**config.mk**
```make
export PLATFORM = sky130hd
export DESIGN_NAME = rca_8
export DESIGN_NICKNAME = d
export VERILOG_FILES = /design/src/rtl/rca_8.sv
export SDC_FILE = /design/constraint.sdc
export NUM_CORES = 1
export LEC_CHECK = 0
export CAP_MARGIN = 10
export CORE_AREA = 2 2 42 44
export DETAILED_ROUTE_END_ITERATION = 8
export DIE_AREA = 0 0 44 46
export GPL_ROUTABILITY_DRIVEN = 1
export GPL_TIMING_DRIVEN = 0
export PLACE_DENSITY = 0.79
export SYNTH_ARGS = -nofsm -noshare
export SYNTH_HDL_FRONTEND = slang
export SYNTH_SLANG_ARGS = --single-unit
```
**constraint.sdc**
```tcl
create_clock -name clk -period 4 [get_ports clk]
set_input_delay 0.4 -clock clk [delete_from_list [all_inputs] [get_ports clk]]
set_output_delay 0.4 -clock clk [all_outputs]
set_load 0.05 [all_outputs]
```
**src/rtl/rca_8.sv**
```systemverilog
// 8-bit ripple-carry adder built from a chain of 1-bit full adders.
// Operands are captured when in_valid is high; the result is registered and
// appears one cycle later together with a single-cycle out_valid strobe.
module rca_8 (
  output logic       Cout,
  output logic [7:0] Sum,
  input  logic [7:0] A,
  input  logic [7:0] B,
  input  logic       Cin,
  input  logic       clk,
  input  logic       rst,
  input  logic       in_valid,
  output logic       out_valid
);

  // One full-adder stage; returns {carry_out, sum}.
  function automatic logic [1:0] full_add(input logic a, input logic b, input logic c);
    logic p;
    p = a ^ b;
    return {(a & b) | (c & p), p ^ c};
  endfunction

  logic [8:0] carry_s;
  logic [7:0] sum_s;
  logic [7:0] sum_r;
  logic       cout_r;
  logic       valid_r;

  assign carry_s[0] = Cin;

  // Each stage consumes the carry rippled out of the stage below it.
  for (genvar i = 0; i < 8; i++) begin : g_stage
    assign {carry_s[i+1], sum_s[i]} = full_add(A[i], B[i], carry_s[i]);
  end

  // Result register: reset wins over capture; idle cycles hold the last result.
  always_ff @(posedge clk) begin
    if (rst) begin
      sum_r   <= 8'h00;
      cout_r  <= 1'b0;
      valid_r <= 1'b0;
    end else if (in_valid) begin
      sum_r   <= sum_s;
      cout_r  <= carry_s[8];
      valid_r <= 1'b1;
    end else begin
      sum_r   <= sum_r;
      cout_r  <= cout_r;
      valid_r <= 1'b0;
    end
  end

  assign Sum       = sum_r;
  assign Cout      = cout_r;
  assign out_valid = valid_r;

endmodule

```
* Yosys cells after proc, flatten, opt, wreduce, memory -nomap -nowiden
Index checks and enable logic that the tools add are counted.
** Word-level totals
- Flip-flop bits (word level) :: 10
- Word-level logic and storage cells :: 44
** Cells by class
- Mux-type cells :: 1
- Bitwise gates (word level) :: 40
** Operators by type and width (number)
- AND 1 bit :: 16
- bitwise XOR 1 bit :: 16
- bitwise OR 1 bit :: 8
- 2-to-1 mux 1 bit :: 1

* Longest topological paths before layout
- Depth after elaboration :: 17
- Mapped depth :: 12
- Depth with buffers taken out :: 12

* Worst setup path before layout
OpenSTA, ideal clock, no wires.
- Path type :: in2reg
- Start :: input port A[0]
- End :: register sum_r[7], in the netlist Sum[7]
- Arrival :: 3.577 ns
- Required time :: 3.920 ns
- Path slack :: 0.343 ns
- Cell stages on the path :: 12
- Path through :: inv_1 > fa_1 > inv_1 > fa_1 > fa_1 > fa_1 > fa_1 > fa_1 > fa_1 > inv_1 > fa_1 > a211oi_2
** On the way
- Longest elaborated chain between the ends :: 16
** Ends and longest elaborated chain
- from (decl) :: line 7 : input logic [7:0] A,
- bitwise XOR 1 bit :: line 19 : p = a ^ b;
- AND 1 bit :: line 20 : return {(a & b) | (c & p), p ^ c};
- bitwise OR 1 bit (*) :: line 20
- AND 1 bit (*) :: line 20
- bitwise OR 1 bit (*) :: line 20
- AND 1 bit (*) :: line 20
- bitwise OR 1 bit (*) :: line 20
- AND 1 bit (*) :: line 20
- bitwise OR 1 bit (*) :: line 20
- AND 1 bit (*) :: line 20
- bitwise OR 1 bit (*) :: line 20
- AND 1 bit (*) :: line 20
- bitwise OR 1 bit (*) :: line 20
- AND 1 bit (*) :: line 20
- bitwise OR 1 bit (*) :: line 20
- bitwise XOR 1 bit (*) :: line 20
- to (signal assigned) :: line 43 : sum_r <= sum_s;
- to (signal assigned) :: line 47 : sum_r <= sum_r;
- to (decl) :: line 25 : logic [7:0] sum_r;
Mark *: on every way between the ends. The rest lies on a longest branch, timed or not.
A chain may end at the register's enable or synchronous reset.

* Worst setup path in the final report
Same ends and word-level chain as after synthesis.

==> impl_metrics.py <==
metrics = {
    "status": {
        "outcome": "finished, final reports clean",
    },
    "floorplanning": {
        "die_area_um2": 2020,
        "core_area_um2": 1610,
        "rows": 15,
        "fp.dieH_um": 46,
        "dieWidth_um": 44,
        "io_pins": 30,
        "initial_core_util": 0.334,
    },
    "placement": {
        "placedCellCount": 91,
        "gp_congestion": 0.583,
        "port_buffers": 28,
        "dp_hpwl_um": 900,
    },
    "cts": {
        "h-tree-depth": 1,
        "cts_buffer_depth": 2,
        "cts_setup_buffers": 0,
        "cts_buffers": 3,
        "root_buffer": "clkbuf_4",
        "clock_latency_ns": 0.26,
        "cts_hold_buf": 0,
        "path_clk_slew_ns": 0.06,
        "cts.sinks": 10,
        "cts_tree": "yes",
    },
    "sta": {
        "clock.fmax_ghz": 0.264,
        "hold_viol_final": 0,
        "relSlewSlack": 0.649,
        "finalMaxSlewViolations": 0,
        "hold_ws_ns": 0.500,
        "timing.final.crit_share": 0.946,
        "worstMarginPinSlew_ns": 0.526,
        "fin_skew_ns": 0,
        "setup_violations": 0,
        "period_needed_ns": 3.78,
        "rsz0062_at_grt": "no",
    },
    "global_routing": {
        "grt_pass1_wl_mm": 1.70,
        "track_usage": 0.119,
        "grt_max_degree": 11,
        "grt-ovfl-total": 0,
        "grt_pass1_vias": 431,
        "antenna_found_initial": 0,
    },
    "logic_synthesis": {
        "synth_nets": 74,
        "syn_area_per_cell_um2": 11.7,
        "yosysMostFrequentCell": "dfxtp_1",
        "yosys.area.top_type": "dfxtp_1",
        "syn_area_um2": 539,
        "ys_ff_latch": 10,
        "synth_edf_count": 0,
        "synth_top_cell_area_share": 0.371,
        "synth.area.top_cells": "dfxtp_1 (37%), fa_1 (30%), mux2i_1 (11%)",
        "ys_warn_count": 0,
        "async_flop_share": 0,
        "synth_commonest_cells": "dfxtp_1 (10), nor2_1 (9), fa_1 (8), inv_1 (7), mux2i_1 (6)",
        "synth-main-ff-cell": "dfxtp_1",
        "synth_cell_types": 9,
        "netlist_instances": 46,
        "synth-seq-area-share": 0.371,
    },
    "setup_path": {
        "worstPathArrival_ns": 3.97,
        "rrSetupSlack_ns": 3.36,
        "cp-start-kind": "primary input",
        "reg2reg_from": "Sum[5]$_SDFFE_PP0P_",
        "end_kind": "flip-flop",
        "reg2reg_depth": 2,
        "critical_path.endpoint": "Sum[7]$_SDFFE_PP0P_",
        "crit_chain": "clkdlybuf4s50_1 > inv_1 > fa_1 > inv_1 > fa_2 > fa_2 > fa_2 > fa_1 > fa_2 > fa_1 > inv_1 > fa_1 > a211oi_2",
        "cp_max_fo": 1,
        "cp.depth": 13,
        "cp_top_family": "adder cells",
        "critPathSlowestCell": "fa_1",
        "rr_endpoint": "Sum[5]$_SDFFE_PP0P_",
        "crit_required_ns": 4.18,
        "path_buf_inv": 4,
        "crit_start": "A[0]",
        "critPathMaxStageDelay_ns": 0.42,
        "crit_type": "in -> reg",
    },
    "detailed_routing": {
        "post-route-drc-count": 0,
        "drt-pass1-iter-count": 3,
        "vias": 423,
        "wirelength_mm": 1.06,
        "vias_per_cell": 4.50,
        "first_iter_violations": 5,
        "wl_per_cell_um": 11.3,
        "ant_nets": 0,
    },
    "power": {
        "clkPwrFrac": 0.225,
        "vdd_drop_max_uv": 182,
        "power.leakage_nw": 0.362,
        "switchingPower_uw": 99.2,
        "pwr-share-seq": 0.388,
        "pwr-share-comb": 0.388,
        "power_per_cell_area_nw_per_um2": 337,
        "switching_share": 0.337,
        "internal_power_uw": 195,
    },
    "run": {
        "maxCapViolCount": 0,
    },
    "final_layout": {
        "fill_cells": 157,
        "drive_gt1_frac": 0.143,
        "stdcell_count": 94,
        "nNetsFinal": 107,
        "area_growth_pct": 61.9,
        "utilization": 0.541,
        "diodes": 0,
    },
    "worst_hold_path": {
        "hp-class": "reg -> reg",
    },
}
cell usage in the layout, fill, tap and decap left out, drive strengths merged:
cell type      instances
buf                    1
nor2                   9
inv                    7
a211oi                 3
nor2b                  1
dfxtp                 10
fa                     8
clkbuf                 4
mux2i                  6
clkdlybuf4s50         28
stage by stage:
step	setup WS [ns]	instance area [um2]	TNS (ns)	power, mW
final	0.215	873	0	0.294
after global routing	0.0481	873	0	0.315
after CTS	0.0464	866	0	0.298
after detailed placement	-0.275	841	-0.275	0.231
after global placement	-0.206	841	-0.206	0.228
after floorplan	0.343	539	0	0.183
state kept, by name, indices dropped and copies added (netlist names):
| register | count |
|---|---|
| Sum | 8 |
| Cout | 1 |
| out_valid | 1 |
worst min path at each step:
| stage | from | endpoint | slack [ns] | cells after the start |
|---|---|---|---|---|
| 2_1_floorplan | in_valid | Sum[2]$_SDFFE_PP0P_ | 0.55 | 2 |
| 3_3_place_gp | Sum[2]$_SDFFE_PP0P_ | Sum[2]$_SDFFE_PP0P_ | 0.47 | 2 |
| 3_5_place_dp | Sum[4]$_SDFFE_PP0P_ | Sum[4]$_SDFFE_PP0P_ | 0.49 | 2 |
| 4_1_cts | Sum[4]$_SDFFE_PP0P_ | Sum[4]$_SDFFE_PP0P_ | 0.50 | 2 |
| 5_1_grt | Sum[3]$_SDFFE_PP0P_ | Sum[3]$_SDFFE_PP0P_ | 0.53 | 2 |
| 6_report | Sum[3]$_SDFFE_PP0P_ | Sum[3]$_SDFFE_PP0P_ | 0.50 | 2 |
per-layer routing:
metal,track usage,share of wire
met1,0.121,0.37
met2,0.197,0.47
met3,0.0595,0.14
met4,0.0727,0.010
met5,0,0
power groups by stage:
stage	registers, mW	clock network (mW)	logic [mW]
detailed placement	0.117	0	0.114
global placement	0.116	0	0.112
floorplan	0.151	0	0.0329
global route	0.115	0.0749	0.125
CTS	0.114	0.0692	0.115
finish	0.114	0.0662	0.114
final cells by class:
cell class	count	area, um2	area share
plain buffers	2	15.0	0.0172
flip-flops and latches	10	200	0.229
well taps	17	21.3	0.0244
multi-input cells	27	308	0.352
clock buffers	3	22.5	0.0258
repair buffers	28	280	0.321
inverters	7	26.3	0.0301
cells by family (layout without fill, tap and decap cells):
family	count (synthesis)	after routing	synth area share
flip-flops	10	10	0.371
AND/OR/NAND/NOR	10	10	0.0742
buffers and inverters	9	40	0.0766
adder cells (fa/ha/maj)	8	8	0.297
multiplexers	6	6	0.111
AO/OA/AOI/OAI	3	3	0.0696
tightest hold or removal path, cell delays in order, from the launching register on:
cell     delay (ns)
dfxtp_1        0.33
mux2i_1        0.07
nor2_1         0.07
what timing repair did:
item	CTS	global route
endpoints found under the hold margin	0	0
gates resized for setup	1	3
setup endpoints to repair	1	1
pin swaps	0	0
Power figures use the tool's default switching activity.
